**src/rtl/wta_fire_ctrl_if.sv**
```systemverilog
// wta_fire_ctrl_if: comparator, neuron and learning-unit bundle
// for the winner-take-all fire controller.
interface wta_fire_ctrl_if;
  logic [7:0] i_index;
  logic       i_enable;
  logic       i_learn_ready;
  logic [7:0] o_neuron_rst;
  logic [7:0] o_inhibit;
  logic       o_learn_valid;
  logic [2:0] o_learn_id;
  logic       o_busy;
  logic       o_multi;

  modport master (
    output i_index,
    output i_enable,
    output i_learn_ready,
    input  o_neuron_rst,
    input  o_inhibit,
    input  o_learn_valid,
    input  o_learn_id,
    input  o_busy,
    input  o_multi
  );

  modport slave (
    input  i_index,
    input  i_enable,
    input  i_learn_ready,
    output o_neuron_rst,
    output o_inhibit,
    output o_learn_valid,
    output o_learn_id,
    output o_busy,
    output o_multi
  );
endinterface

```
**src/rtl/wta_fire_ctrl.sv**
```systemverilog
// wta_fire_ctrl: fire, inhibit and learn-handoff sequencer.
// Optional per-neuron win counters when WINNER_COUNT_EN is defined.
module wta_fire_ctrl #(
  parameter int unsigned p_refract   = 16,
  parameter int unsigned p_cnt_width = 8
) (
  input  logic                   i_clk,
  input  logic                   i_rst_n,
`ifdef WINNER_COUNT_EN
  input  logic [2:0]             i_cnt_sel,
  input  logic                   i_cnt_clr,
  output logic [p_cnt_width-1:0] o_win_cnt,
`endif
  wta_fire_ctrl_if.slave         bus
);

  typedef enum logic [1:0] {
    ST_IDLE,
    ST_FIRE,
    ST_LEARN,
    ST_REFRACT
  } state_t;

  localparam logic [7:0] RefLoad = 8'(p_refract - 1);

  state_t     st;
  logic [7:0] cnt;
  logic [2:0] id;
  logic [7:0] neuron_rst;
  logic [7:0] inhibit;
  logic       learn_valid;
  logic [2:0] learn_id;
  logic       multi;

  logic       cnt_zero;
  logic       leaving;
  logic       take;
  logic       many;
  logic [2:0] lsb_id;

  function automatic logic [2:0] lsb_pos(input logic [7:0] v);
    logic [2:0] p;
    p = '0;
    for (int k = 7; k >= 0; k--) begin
      if (v[k]) p = 3'(k);
    end
    return p;
  endfunction

  // The last cycle of a busy window may already accept a new winner.
  assign cnt_zero = (cnt == 8'd0);
  assign leaving  = ((st == ST_LEARN) && bus.i_learn_ready && cnt_zero)
                 || ((st == ST_REFRACT) && cnt_zero);
  assign take     = bus.i_enable && (|bus.i_index)
                 && ((st == ST_IDLE) || leaving);
  assign many     = |(bus.i_index & (bus.i_index - 8'd1));
  assign lsb_id   = lsb_pos(bus.i_index);

  assign bus.o_neuron_rst  = neuron_rst;
  assign bus.o_inhibit     = inhibit;
  assign bus.o_learn_valid = learn_valid;
  assign bus.o_learn_id    = learn_id;
  assign bus.o_multi       = multi;
  assign bus.o_busy        = (st != ST_IDLE);

  // Sequencer with registered outputs and refractory countdown.
  always_ff @(posedge i_clk) begin
    if (!i_rst_n) begin
      st          <= ST_IDLE;
      cnt         <= '0;
      id          <= '0;
      neuron_rst  <= '0;
      inhibit     <= '0;
      learn_valid <= 1'b0;
      learn_id    <= '0;
      multi       <= 1'b0;
    end else begin
      neuron_rst <= '0;
      multi      <= 1'b0;
      if ((st != ST_IDLE) && !cnt_zero) cnt <= cnt - 8'd1;

      unique case (st)
        ST_IDLE: begin
          inhibit <= '0;
        end
        ST_FIRE: begin
          st          <= ST_LEARN;
          learn_valid <= 1'b1;
          learn_id    <= id;
        end
        ST_LEARN: begin
          if (bus.i_learn_ready) begin
            learn_valid <= 1'b0;
            learn_id    <= '0;
            if (cnt_zero) begin
              st      <= ST_IDLE;
              inhibit <= '0;
            end else begin
              st <= ST_REFRACT;
            end
          end
        end
        ST_REFRACT: begin
          if (cnt_zero) begin
            st      <= ST_IDLE;
            inhibit <= '0;
          end
        end
        default: st <= ST_IDLE;
      endcase

      if (take) begin
        st         <= ST_FIRE;
        id         <= lsb_id;
        cnt        <= RefLoad;
        neuron_rst <= 8'd1 << lsb_id;
        inhibit    <= 8'hFF;
        multi      <= many;
      end
    end
  end

`ifdef WINNER_COUNT_EN
  localparam logic [p_cnt_width-1:0] CntOne =
    {{(p_cnt_width-1){1'b0}}, 1'b1};

  logic [p_cnt_width-1:0] win_cnt [8];

  // Saturating win counters; clear beats a same-cycle increment.
  always_ff @(posedge i_clk) begin
    if (!i_rst_n || i_cnt_clr) begin
      for (int k = 0; k < 8; k++) win_cnt[k] <= '0;
    end else if (take && !(&win_cnt[lsb_id])) begin
      win_cnt[lsb_id] <= win_cnt[lsb_id] + CntOne;
    end
  end

  assign o_win_cnt = win_cnt[i_cnt_sel];
`else
  logic [31:0] unused_cnt_width;
  assign unused_cnt_width = 32'(p_cnt_width);
`endif

endmodule

```
**src/flat_wrapper.sv**
```systemverilog
// flat-port wrapper written by rule: the top's interface ports become plain ports
module wta_fire_ctrl_flat 
#(
  parameter int unsigned p_refract   = 16,
  parameter int unsigned p_cnt_width = 8
)
  (i_clk, i_rst_n, bus_i_index, bus_i_enable, bus_i_learn_ready, bus_o_neuron_rst, bus_o_inhibit, bus_o_learn_valid, bus_o_learn_id, bus_o_busy, bus_o_multi);
  wta_fire_ctrl_if bus_i ();
  input  logic i_clk;
  input  logic i_rst_n;
  input wire logic [$bits(bus_i.i_index)-1:0] bus_i_index;
  input wire logic [$bits(bus_i.i_enable)-1:0] bus_i_enable;
  input wire logic [$bits(bus_i.i_learn_ready)-1:0] bus_i_learn_ready;
  output wire logic [$bits(bus_i.o_neuron_rst)-1:0] bus_o_neuron_rst;
  output wire logic [$bits(bus_i.o_inhibit)-1:0] bus_o_inhibit;
  output wire logic [$bits(bus_i.o_learn_valid)-1:0] bus_o_learn_valid;
  output wire logic [$bits(bus_i.o_learn_id)-1:0] bus_o_learn_id;
  output wire logic [$bits(bus_i.o_busy)-1:0] bus_o_busy;
  output wire logic [$bits(bus_i.o_multi)-1:0] bus_o_multi;
  assign bus_i.i_index = bus_i_index;
  assign bus_i.i_enable = bus_i_enable;
  assign bus_i.i_learn_ready = bus_i_learn_ready;
  assign bus_o_neuron_rst = bus_i.o_neuron_rst;
  assign bus_o_inhibit = bus_i.o_inhibit;
  assign bus_o_learn_valid = bus_i.o_learn_valid;
  assign bus_o_learn_id = bus_i.o_learn_id;
  assign bus_o_busy = bus_i.o_busy;
  assign bus_o_multi = bus_i.o_multi;
  wta_fire_ctrl #(.p_refract(p_refract), .p_cnt_width(p_cnt_width)) u_core (.i_clk(i_clk), .i_rst_n(i_rst_n), .bus(bus_i));
endmodule
```
**config.mk**
```make
export PLATFORM = sky130hd
export DESIGN_NAME = wta_fire_ctrl_flat
export DESIGN_NICKNAME = d
export VERILOG_FILES = /design/src/rtl/wta_fire_ctrl_if.sv /design/src/rtl/wta_fire_ctrl.sv /design/src/flat_wrapper.sv
export SDC_FILE = /design/constraint.sdc
export NUM_CORES = 1
export LEC_CHECK = 0
export CAP_MARGIN = 20
export CORE_UTILIZATION = 48
export DETAILED_ROUTE_END_ITERATION = 8
export PLACE_DENSITY_LB_ADDON = 0.25
export SYNTH_ARGS = -nofsm -noshare
export SYNTH_HDL_FRONTEND = slang
export SYNTH_SLANG_ARGS = --single-unit
```
**constraint.sdc**
```tcl
create_clock -name i_clk -period 3.15 [get_ports i_clk]
set_clock_uncertainty 0.15 [all_clocks]
set_input_delay 0.63 -clock i_clk [delete_from_list [all_inputs] [get_ports i_clk]]
set_output_delay 0.63 -clock i_clk [all_outputs]
set_load 0.005 [all_outputs]
```
## Word level (Yosys, flattened, before mapping)

Cells that the tools add are included.

| operators by class | value |
|---|---|
| shift-type cells | 1 |
| add/sub/neg operators | 2 |
| mux-type cells | 23 |
| reduce and logical (&&, ||, !) cells | 25 |
| bitwise operators | 2 |
| equality and inequality tests | 7 |

Operators by type and width:

| kind | number |
|---|---|
| $mux 3 | 9 |
| $mux 8 | 3 |
| $pmux 8 s3 | 1 |
| $reduce_or 8->1 | 2 |
| $sub 8x1->8 const B | 2 |
| $and 8x8->8 | 1 |
| $logic_not 8->1 | 1 |
| $mux 4 | 2 |
| $reduce_bool 4->1 | 2 |
| $shl 1x3->8 const A | 1 |
| $logic_and 1x1->1 | 6 |
| $mux 2 | 3 |
| $pmux 2 s3 | 1 |
| $pmux 3 s2 | 1 |
| $reduce_and 2->1 | 3 |
| $reduce_and 3->1 | 2 |
| $reduce_bool 2->1 | 3 |
| $eq 2x2->1 const B | 2 |
| $ne 3x1->1 const B | 1 |
| $ne 3x2->1 const B | 1 |
| $reduce_bool 3->1 | 1 |
| $eq 2x1->1 const B | 1 |
| $logic_not 2->1 | 1 |
| $logic_or 1x1->1 | 2 |
| other kinds (7) | 8 |

| storage, ports and cells | value |
|---|---|
| bits in registers | 34 |
| logic and storage cells | 70 |
| input bits | 12 |
| output and inout port bits | 22 |

## Logic depth before layout (Yosys ltp)

| logic depth | value |
|---|---|
| word-level depth | 9 |
| mapped depth | 8 |
| mapped depth without buffers | 6 |

## Least setup slack after synthesis

OpenSTA, ideal clock, no wires.

| timing path | value |
|---|---|
| path type | input port to flip-flop |
| start point | input port bus_i_index[0] |
| end point | register u_core.id[1] |
| stages on the path | 6 |
| arrival | 2.093 ns |
| data required time | 2.928 ns |
| buffers on the path | 2 |
| setup slack | 0.835 ns |
| library setup time | 0.072 ns |
| path through | or4_1 o21ai_0 or3_1 buf_2 buf_6 mux2i_1 |

| between the ends | value |
|---|---|
| cells in the longest elaborated chain, start to end | 3 |
| elaborated cells on any way between the ends | 4 |
| those cells by class | mux: 1; reduce/logical: 3 |

Ends and longest elaborated chain:

| element | RTL line | RTL |
|---|---|---|
| from (decl) | flat_wrapper.sv:11 | `input wire logic [$bits(bus_i.i_index)-1:0] bus_i_index;` |
| $reduce_or 8->1 | wta_fire_ctrl.sv:54 | `assign take = bus.i_enable && (\|bus.i_index)` |
| $logic_and 1x1->1 | wta_fire_ctrl.sv:54 |  |
| $logic_and 1x1->1 | wta_fire_ctrl.sv:55 | `&& ((st == ST_IDLE) \|\| leaving);` |
| to (signal assigned) | wta_fire_ctrl.sv:114 | `id <= lsb_id;` |
| to (decl) | wta_fire_ctrl.sv:28 | `logic [2:0] id;` |

Parallel ways exist; a longest one is shown, timed or not.
A chain may end at the register's enable or synchronous reset.

## Worst setup path after layout

| timing path | value |
|---|---|
| start point | register u_core.cnt[0] |
| end point | register u_core.neuron_rst[6], in the netlist u_core.bus.o_neuron_rst[6] |

| between the ends | value |
|---|---|
| cells in the longest elaborated chain, start to end | 6 |
| elaborated cells on any way between the ends | 7 |
| those cells by class | reduce/logical: 7 |

Ends and longest elaborated chain:

| element | RTL line | RTL |
|---|---|---|
| from (decl) | wta_fire_ctrl.sv:27 | `logic [7:0] cnt;` |
| from (signal assigned) | wta_fire_ctrl.sv:80 | `if ((st != ST_IDLE) && !cnt_zero) cnt <= cnt - 8'd1;` |
| from (signal assigned) | wta_fire_ctrl.sv:115 | `cnt <= RefLoad;` |
| $logic_not 8->1 * | wta_fire_ctrl.sv:51 | `assign cnt_zero = (cnt == 8'd0);` |
| $logic_and 1x1->1 (on tied branches) | wta_fire_ctrl.sv:52, wta_fire_ctrl.sv:53 |  |
| $logic_or 1x1->1 * | wta_fire_ctrl.sv:53 | `\|\| ((st == ST_REFRACT) && cnt_zero);` |
| $logic_or 1x1->1 * | wta_fire_ctrl.sv:55 |  |
| $logic_and 1x1->1 * | wta_fire_ctrl.sv:55 |  |
| $reduce_and 2->1 (no line) * | -- |  |
| to (signal assigned) | wta_fire_ctrl.sv:116 | `neuron_rst <= 8'd1 << lsb_id;` |
| to (decl) | wta_fire_ctrl.sv:29 | `logic [7:0] neuron_rst;` |

Mark *: on every way between the ends. The rest lies on a longest branch, timed or not.

==> results by group <==
Outcome
  • Status: completed

Routing
  • Vias per inst: 5.61
  • Antenna-violating nets left: 0
  • Final wirelength: approximately 2700 microns
  • Number of DRC markers in iteration 0: 25
  • Drc violations: 0
  • Routed len/inst: between 10 and 15 microns
  • Vias: around 1200
  • First-pass iteration count of the detailed router: 4

Worst setup path
  • Worst r2r src: u_core.cnt[0]
  • Critical path type: flop to flop
  • CP Data Arrival Time: 2590 ps
  • Critical Path Start Type: flop
  • Crit. End Element: flop
  • CP Launch Point: u_core.cnt[0]
  • WP data required: about 3200 ps
  • CP Max Fanout: 9

Global routing
  • Vias in the first global route: a little over 1000
  • Global-route wire length before repair: 3980 microns
  • Gr usage total: 0.187
  • Largest net degree at the start of global routing: 15
  • Initial antenna violation count: 0
  • GRT overflow: 0

Clock network
  • Hold_buf cts: 0
  • CTS buffer count: 3
  • CTS tree: yes
  • Htree depth: 1
  • Post_cts resized: 0
  • Root Buffer: clkbuf_4
  • Clock latency on the worst-skew pair: approximately 310 ps
  • Clock net sink count: 27
  • Postcts setup bufs: 0
  • Clock transition at path regs: 140 ps
  • CTS max path bufs: 2

Timing
  • Fmax: 399 MHz
  • Sum of negative setup slack: 0 ps
  • Final setup margin: approximately 640 ps
  • Slew Viols, Final: 0
  • Rel. slew slack: 0.591
  • Crit share post-route: 0.796
  • # setup viols final: 0
  • Worst Max-Slew Pin Slew: 613 ps
  • Min Tclk post-route: ~2500 ps
  • RSZ-0062 raised after global routing: false
  • Number of hold violations in the final report: 0

Finish
  • Most common cell after layout, fill and taps aside: clkdlybuf4s50_1
  • Area of the multi-input gates: 681 sq um
  • Diodes inserted: 0
  • Most frequent cells in the layout: clkdlybuf4s50_1 (33), dfxtp_1 (27), nor2_1 (21)
  • Fill cells: 230
  • Layout area overhead: 27.0%
  • Layout net count: around 190
  • Share of layout cells above drive strength 1: 0.0904
  • Register area: 541 sq um

Floorplan
  • Io pins: 34
  • Core ar.: approximately 2500 sq um
  • Initial core utilization: 0.517
  • Chip Width: 54.4 microns
  • Row Count: 18
  • Die ar.: 2960 sq um
  • Die Span Y: 54.4 microns

Flow run
  • # Max-Cap Violations: 0

Synth
  • Sequential area share after synthesis: 0.411
  • Library cells used by synthesis: 44
  • Syn Nets: 160
  • Post-synthesis cell area: 1320 sq um
  • YS warnings: 0
  • Synth Instances: 146
  • #FFs+latches synth: 27
  • Syn avg cell area: 9.02 sq um
  • Main synth FF type: dfxtp_1
  • Ys async rst share: 0
  • Number of synthesized flops with an enable pin: 0

Pwr
  • Max VDD drop: 0.336 mV
  • P_leak: 0.610 nW
  • Power Density: 510 nW/um^2

Placed design
  • Global placement routability congestion: 0.801
  • # port buffers: 33
  • Post-DP HPWL: 2120 microns
  • Worst slack at placement: 361 ps

Hold path
  • Hold_sp: u_core.id[1]
  • Worst min-delay path class: flop to flop
cell usage after synthesis (all sizes together) (2+ instances only):
cell / count / area, sq um
or3b: 2 / 17.5
o31a: 2 / 17.5
maj3: 2 / 20.0
xor2: 3 / 26.3
nor4: 3 / 18.8
buf: 9 / 68.8
nor3b: 2 / 15.0
o2111ai: 2 / 17.5
o21ai: 5 / 25.0
nand3: 2 / 10.0
or3: 2 / 12.5
xnor2: 2 / 17.5
dfxtp: 27 / 541
nand2: 7 / 26.3
nor3: 7 / 45.0
nor2: 21 / 78.8
a211oi: 2 / 20.0
or4: 4 / 33.8
inv: 4 / 15.0
ha: 2 / 25.0
clkbuf: 2 / 7.51
nor2b: 2 / 12.5
mux2i: 6 / 60.1
a21oi: 8 / 40.0
o31ai: 4 / 30.0
per-layer routing:
| layer | share of wire | up-vias | track usage |
|---|---|---|---|
| met4 | 0.020 | 0 | 0.0983 |
| met5 | 0 | - | 0 |
| li1 | - | 591 | - |
| met2 | 0.50 | 27 | 0.329 |
| met3 | 0.024 | 6 | 0.0250 |
| met1 | 0.45 | 537 | 0.218 |
stage by stage:
stage	power, mW	instance area, sq um	hold slack, ps	instances	utilization
2_1_floorplan	0.617	1320	288	146	-
3_3_place_gp	0.711	1650	302	203	0.647
3_5_place_dp	0.720	1650	308	203	0.647
4_1_cts	0.862	1670	330	207	0.657
5_1_grt	0.909	1670	367	207	0.657
6_report	0.853	1670	326	207	0.657
power breakdown:
group / internal, mW / switching [mW] / total (mW)
combinational: 0.158 / 0.146 / 0.304
sequential: 0.375 / 0.0339 / 0.409
clock: 0.0494 / 0.0909 / 0.140
worst paths after layout:
check	depth (start not counted)	slack, ps	to
max reg2reg	7	640	u_core.bus.o_neuron_rst[6]
min	2	330	u_core.id[1]
min reg2reg	2	330	u_core.id[1]
max	7	640	u_core.bus.o_neuron_rst[6]
layout make-up:
cell class	instances	share of cell area
Inverter	5	0.0112
Timing Repair Buffer	38	0.220
Tap cell	30	0.0225
Multi-Input combinational cell	103	0.407
Sequential cell	27	0.323
Clock buffer	4	0.0157
critical path: stages (launching register included):
cell,delay [ps]
dfxtp_1,370
inv_1,90
ha_1,160
or3b_2,510
o31a_1,350
or3_1,370
buf_4,180
nor4_1,250
registers in the layout, indices dropped and copies added, names as in the netlist:
signal	cells
u_core.bus.o_multi	1
u_core.bus.o_learn_valid	1
u_core.cnt	8
u_core.bus.o_neuron_rst	8
u_core.bus.o_inhibit	1
u_core.st	2
u_core.id	3
u_core.bus.o_learn_id	3
cell families after synthesis:
group / after synthesis / share of synthesized area
adder cells (fa/ha/maj): 4 / 0.0342
flip-flops: 27 / 0.411
multiplexers: 7 / 0.0542
AND/OR/NAND/NOR: 57 / 0.235
buffers and inverters: 16 / 0.0722
AO/OA/AOI/OAI: 30 / 0.161
XOR/XNOR: 5 / 0.0333
(Power assumes the default switching activity.)
